==> src/rtl/mips_pkg.sv <==
// mips_pkg: shared widths, constants and fetch-stage types.
package mips_pkg;

  localparam int                 PC_W      = 12;
  localparam int                 INSTR_W   = 32;
  localparam logic [INSTR_W-1:0] NOP_INSTR = 32'h0;
  localparam int                 RAS_DEPTH = 8;

  typedef enum logic [1:0] {
    ST_BOOT,
    ST_RUN,
    ST_FLUSH,
    ST_STALL
  } fetch_state_t;

  // Redirect source after priority resolution; CALL is split from JMP for the stack.
  typedef enum logic [2:0] {
    RD_NONE,
    RD_RET,
    RD_BR,
    RD_JMP,
    RD_CALL
  } redir_kind_t;

endpackage

==> src/rtl/fetch_ras.sv <==
// fetch_ras: circular return-address stack; a push when full overwrites the
// oldest entry, and a pop when empty reads as zero.
module fetch_ras
  import mips_pkg::*;
(
  input  logic            clk,
  input  logic            rst_n,
  input  logic            push,
  input  logic            pop,
  input  logic [PC_W-1:0] data_in,
  output logic [PC_W-1:0] data_out,
  output logic            empty,
  output logic            full
);

  localparam int PTR_W = $clog2(RAS_DEPTH);

  logic [PC_W-1:0]  mem [RAS_DEPTH];
  logic [PTR_W-1:0] top_q;    // next slot to write
  logic [PTR_W:0]   count_q;

  assign empty    = (count_q == '0);
  assign full     = (count_q == (PTR_W+1)'(RAS_DEPTH));
  assign data_out = empty ? '0 : mem[top_q - PTR_W'(1)];

  // NOTE: stack storage is not reset; emptiness comes from count_q, so stale entries are never visible.
  always_ff @(posedge clk) begin
    if (push) mem[top_q] <= data_in;
  end

  always_ff @(posedge clk) begin
    if (!rst_n) begin
      top_q   <= '0;
      count_q <= '0;
    end else if (push) begin
      top_q <= top_q + PTR_W'(1);
      if (!full) count_q <= count_q + (PTR_W+1)'(1);
    end else if (pop && !empty) begin
      top_q   <= top_q - PTR_W'(1);
      count_q <= count_q - (PTR_W+1)'(1);
    end
  end

endmodule

==> src/rtl/stage1_fetch.sv <==
// stage1_fetch: PC register, one-cycle ROM fetch, redirect squash and stall hold.
// Define FETCH_RAS_EN to take RET targets from an internal return-address stack.
module stage1_fetch
  import mips_pkg::*;
(
  input  logic               clk,
  input  logic               reset,
  input  logic               En_Pipeline,
  output logic [PC_W-1:0]    Imem_Addr,
  input  logic [INSTR_W-1:0] Imem_Data,
  input  logic               BR_flag,
  input  logic [PC_W-1:0]    BR_target,
  input  logic               JMP_flag,
  input  logic               CALL_flag,
  input  logic [PC_W-1:0]    JC_target,
  input  logic               RET_flag,
  input  logic [PC_W-1:0]    RET_addr,
  output logic [INSTR_W-1:0] Instruction,
  output logic [PC_W-1:0]    PC_out,
  output logic               Valid_out
);

  fetch_state_t       state_q, state_d;
  logic [PC_W-1:0]    pc_q, pc_d;
  logic [INSTR_W-1:0] hold_q, hold_d;
  redir_kind_t        pend_kind_q, pend_kind_d;
  logic [PC_W-1:0]    pend_tgt_q, pend_tgt_d;
  redir_kind_t        live_kind, eff_kind;
  logic [PC_W-1:0]    live_tgt, eff_tgt;

`ifdef FETCH_RAS_EN
  logic            ras_push, ras_pop;
  logic            ras_empty_unused, ras_full_unused;
  logic [PC_W-1:0] ras_top;
`endif

  assign Imem_Addr = pc_q;
  assign PC_out    = pc_q;

  // NOTE: every always_comb assigns defaults first so no path leaves a variable unassigned (no latches).
  always_comb begin
    live_kind = RD_NONE;
    live_tgt  = '0;
    if (RET_flag) begin
      live_kind = RD_RET;
      live_tgt  = RET_addr;
    end else if (BR_flag) begin
      live_kind = RD_BR;
      live_tgt  = BR_target;
    end else if (CALL_flag || JMP_flag) begin
      live_kind = CALL_flag ? RD_CALL : RD_JMP;
      live_tgt  = JC_target;
    end
  end

  always_comb begin
    state_d     = state_q;
    pc_d        = pc_q;
    hold_d      = hold_q;
    pend_kind_d = pend_kind_q;
    pend_tgt_d  = pend_tgt_q;
    // A live redirect supersedes one latched during a stall.
    eff_kind    = (live_kind != RD_NONE) ? live_kind : pend_kind_q;
    eff_tgt     = (live_kind != RD_NONE) ? live_tgt  : pend_tgt_q;
`ifdef FETCH_RAS_EN
    ras_push = 1'b0;
    ras_pop  = 1'b0;
    if (eff_kind == RD_RET) eff_tgt = ras_top;
`endif

    if (!En_Pipeline) begin
      if (live_kind != RD_NONE) begin
        pend_kind_d = live_kind;
        pend_tgt_d  = live_tgt;
      end
      if (state_q == ST_RUN) begin
        hold_d  = Imem_Data;
        state_d = ST_STALL;
      end
    end else begin
      pend_kind_d = RD_NONE;
      if (eff_kind != RD_NONE) begin
        pc_d    = eff_tgt;
        state_d = ST_FLUSH;
`ifdef FETCH_RAS_EN
        ras_push = (eff_kind == RD_CALL);
        ras_pop  = (eff_kind == RD_RET);
`endif
      end else begin
        pc_d    = pc_q + PC_W'(1);
        state_d = ST_RUN;
      end
    end
  end

  // NOTE: sequential state uses non-blocking assignments so every register samples pre-edge values.
  always_ff @(posedge clk) begin
    if (!reset) begin
      state_q     <= ST_BOOT;
      pc_q        <= '0;
      hold_q      <= '0;
      pend_kind_q <= RD_NONE;
      pend_tgt_q  <= '0;
    end else begin
      state_q     <= state_d;
      pc_q        <= pc_d;
      hold_q      <= hold_d;
      pend_kind_q <= pend_kind_d;
      pend_tgt_q  <= pend_tgt_d;
    end
  end

  always_comb begin
    Instruction = NOP_INSTR;
    Valid_out   = 1'b0;
    unique case (state_q)
      ST_RUN: begin
        Instruction = Imem_Data;
        Valid_out   = 1'b1;
      end
      ST_STALL: begin
        Instruction = hold_q;
        Valid_out   = 1'b1;
      end
      default: ;
    endcase
  end

`ifdef FETCH_RAS_EN
  fetch_ras u_ras (
    .clk      (clk),
    .rst_n    (reset),
    .push     (ras_push),
    .pop      (ras_pop),
    .data_in  (pc_q + PC_W'(1)),
    .data_out (ras_top),
    .empty    (ras_empty_unused),
    .full     (ras_full_unused)
  );
`endif

endmodule

==> config.mk <==
export PLATFORM = sky130hd
export DESIGN_NAME = stage1_fetch
export DESIGN_NICKNAME = d
export VERILOG_FILES = /design/src/rtl/mips_pkg.sv /design/src/rtl/fetch_ras.sv /design/src/rtl/stage1_fetch.sv
export SDC_FILE = /design/constraint.sdc
export NUM_CORES = 1
export LEC_CHECK = 0
export ABC_AREA = 0
export CELL_PAD_IN_SITES_DETAIL_PLACEMENT = 1
export CELL_PAD_IN_SITES_GLOBAL_PLACEMENT = 1
export CORE_AREA = 5 5 100 102
export DETAILED_ROUTE_END_ITERATION = 8
export DIE_AREA = 0 0 105 107
export DONT_BUFFER_PORTS = 1
export HOLD_SLACK_MARGIN = 0.06
export PLACE_DENSITY = 0.86
export SETUP_SLACK_MARGIN = 0.3
export SYNTH_ARGS = -nofsm -noshare
export SYNTH_HDL_FRONTEND = slang
export SYNTH_SLANG_ARGS = --single-unit
==> constraint.sdc <==
create_clock -name clk -period 1.8 [get_ports clk]
set_input_delay 0.36 -clock clk [delete_from_list [all_inputs] [get_ports clk]]
set_output_delay 0.36 -clock clk [all_outputs]
set_load 0.005 [all_outputs]
==> results.yml <==
setup_path:
  cp_cell_sequence: "clkbuf_16, mux2i_1, nor2b_1"
  cp.arrival_ps: 1300
  reg2reg_depth: 4
  critPathLaunchType: "flop"
  crit_buf_inv: 1
  cpMaxStageDelayCell: "dfxtp_4"
  crit_path_end: "Instruction[6]"
  max_stage_delay_ps: 470
  cp_data_required_time_ps: 1440
  regToRegStartpoint: "Imem_Addr[7]$_SDFFE_PN0P_"
  crit_start: "state_q[1]$_SDFFE_PN0P_"
  cp-end-kind: "output pin"
  regToRegSetupSlack_ps: 270
  reg2reg_to: "Imem_Addr[11]$_SDFFE_PN0P_"
  cp_max_fo: 8
  path_depth: 3
  crit_type: "reg2out"
  critical-path-top-delay-family: "flip-flops"
power_and_ir_drop:
  p_leak_nw: 1.47
  power_density_mw_per_mm2: 739
  peakVddDrop_uv: 387
timing:
  max_freq_ghz: 0.601
  finalWorstSetupSlack_ps: 137
  finalHoldViolations: 0
  period_share_pct: 92.4
  worst_pin_slew_ps: 633
  fin_setup_tns_ps: 0
  setup_viol: 0
  rsz0062_at_grt: "true"
  fin_skew_ps: 12.6
  finalMaxSlewViolations: 0
  max-slew-margin-rel_pct: 57.8
  hold_ws_ps: 92.7
  layout_min_cycle_time_ps: 1660
global_routing:
  grt_max_degree: 67
  track_usage_pct: 19.3
  overflow: 0
  grt_pass1_vias: 3502
  grt_pass1_wl_um: 17800
  antenna_found_initial: 0
floorplanning:
  dieArea_mm2: 0.0112
  io_pins: 132
  die_h_um: 107
  initial_utilization_pct: 40.0
  rows: 35
  die_w_um: 105
  coreArea_mm2: 0.00902
synth:
  yosysSeqAreaShare_pct: 33.9
  yosys.cell_types.count: 54
  ys.flop_type: "dfxtp_1"
  netlist_area_mm2: 0.00360
  synthesis.instances: 440
  ys_async_sr_fraction_pct: 0
  synth-edff-count: 0
  netlist_top_cells_area: "dfxtp_1, mux2i_1, a21boi_0"
  ys_warn_count: 0
  synth_top_area_cell: "dfxtp_1"
  syn_avg_cell_area_um2: 8.19
  synth_top_area_share_pct: 33.9
  synth_nets: 516
  ys_ff_latch: 61
route:
  drt_wl_total_um: 11400
  drt-initial-drc-count: 99
  post-route-drc-count: 0
  drtAntennaViolNets: 0
  vias_per_cell: 5.97
  vias: 3272
  dr.pass1.iters: 4
  wl_per_cell_um: 20.7
cells_and_area:
  syn_to_final_growth_pct: 17.1
  diodes: 0
  fill_cells: 1063
  final_cells: 548
  drive_above_1_share_pct: 20.4
  multi_input_area_mm2: 0.00229
  nNetsFinal: 508
  fin_area_mm2: 0.00422
  seq_area_mm2: 0.00126
hold_path:
  hold_path.class: "in2reg"
clock_network:
  clock_path_buffers: 2
  htree_num_levels: 3
  cts_tree: "built"
  cts_hold_buf: 0
  clock-root-buffer: "clkbuf_8"
  clkSinkCount: 61
  clk_pin_slew_ps: 80
  clock_latency_ps: 340
  cts_buffers: 9
placement:
  gp_congestion: 0.760
  portBuffers: 0
  placed_area_mm2: 0.00370
  pre_cts_ws_ps: 152
  hpwl_um: 7750
  place_inst: 520
run:
  drv_cap: 0
run_status:
  status: "completed"
==> worst min path at each step <==
stage | end | start | depth (start not counted) | slack (ps)
after global placement | hold_q[11]$_SDFFE_PN0P_ | hold_q[11]$_SDFFE_PN0P_ | 2 | 450
final | pend_kind_q[2]$_SDFF_PP0_ | BR_flag | 1 | 90
after global routing | pend_kind_q[2]$_SDFF_PP0_ | BR_flag | 1 | 70
after floorplan | hold_q[0]$_SDFFE_PN0P_ | hold_q[0]$_SDFFE_PN0P_ | 2 | 440
after CTS | pend_kind_q[2]$_SDFF_PP0_ | BR_flag | 1 | 70
after detailed placement | pend_kind_q[2]$_SDFF_PP0_ | BR_flag | 1 | 440
==> area by class of cell <==
cell class,count,share of cell area [%]
clock buffer,11,3.35
clock inverter,5,1.36
inverter,4,0.356
multi-input combinational,326,54.2
sequential,61,29.9
tap,111,3.29
timing repair buffer,30,7.59
==> per-layer routing <==
metal,GRT usage [%],part of all wire [%]
met2,34.8,51
met1,21.0,38
met4,6.67,1.3
met3,6.74,9.2
met5,0,0
==> what timing repair did <==
| action | 4_1_cts | 5_1_grt |
|---|---|---|
| setup buffers | 4 | 4 |
| resized for setup | 18 | 19 |
| gates cloned | 2 | 2 |
| pin swaps | 5 | 8 |
| setup endpoints to repair | 40 | 64 |
==> kinds of logic after synthesis <==
| group | after synthesis | share of synthesized area (%) |
|---|---|---|
| AOI/OAI and AO/OA | 116 | 23.8 |
| adders and majority gates | 1 | 0.347 |
| buffers and inverters | 53 | 7.29 |
| DFF | 61 | 33.9 |
| muxes | 35 | 9.72 |
| and+or+nand+nor | 174 | 24.9 |
==> layout by cell type, fill, tap and decap left out, drive strengths merged, types with 2 or more instances in the layout <==
master / n
a21boi: 38
a21o: 3
a21oi: 10
a22oi: 9
a311o: 2
a31oi: 4
a32oi: 5
and2: 2
and3: 2
buf: 28
clkbuf: 13
dfxtp: 61
inv: 6
mux2i: 35
nand2: 76
nand2b: 5
nand3: 14
nand4: 4
nor2: 9
nor2b: 36
nor3: 8
nor3b: 2
nor4: 5
o211a: 8
o211ai: 4
o21a: 3
o21ai: 14
o221ai: 2
o22ai: 2
o31a: 5
or2: 2
or3: 3
or4: 2
==> through the flow <==
| stage | utilization, % | power (mW) |
|---|---|---|
| 6_report | 46.8 | 3.12 |
| 2_1_floorplan | - | 1.78 |
| 3_5_place_dp | 41.0 | 1.81 |
| 5_1_grt | 46.8 | 3.26 |
| 3_3_place_gp | 41.0 | 1.80 |
| 4_1_cts | 44.9 | 3.10 |
==> flip-flops by register name, indices dropped and copies added, names as in the netlist <==
signal / flops
hold_q: 32
Imem_Addr: 12
pend_tgt_q: 12
pend_kind_q: 3
state_q: 2
==> synth_stat cells, types with 4 or more instances <==
master and instances:
a21boi_0 38, a21oi_1 10, a22oi_1 9, a31oi_1 4, a32oi_1 5, buf_2 9, buf_4 12, clkbuf_1 26
dfxtp_1 61, inv_1 4, mux2i_1 35, nand2_1 76, nand2b_1 5, nand3_1 13, nor2_1 9, nor2b_1 36
nor3_1 8, nor4_1 4, o211a_1 8, o211ai_1 4, o21ai_0 11, o31a_1 5
==> where the power goes <==
part / switching [mW] / internal (mW)
Combinational: 0.186 / 0.220
Sequential: 0.0686 / 1.39
Clock: 0.570 / 0.681
==> worst register-to-register path, delay by kind of cell (launching register included) <==
family             cells  cell delay, ps
AOI/OAI and AO/OA      1             230
and+or+nand+nor        3             780
DFF                    1             410
Power figures use the tool's default switching activity.
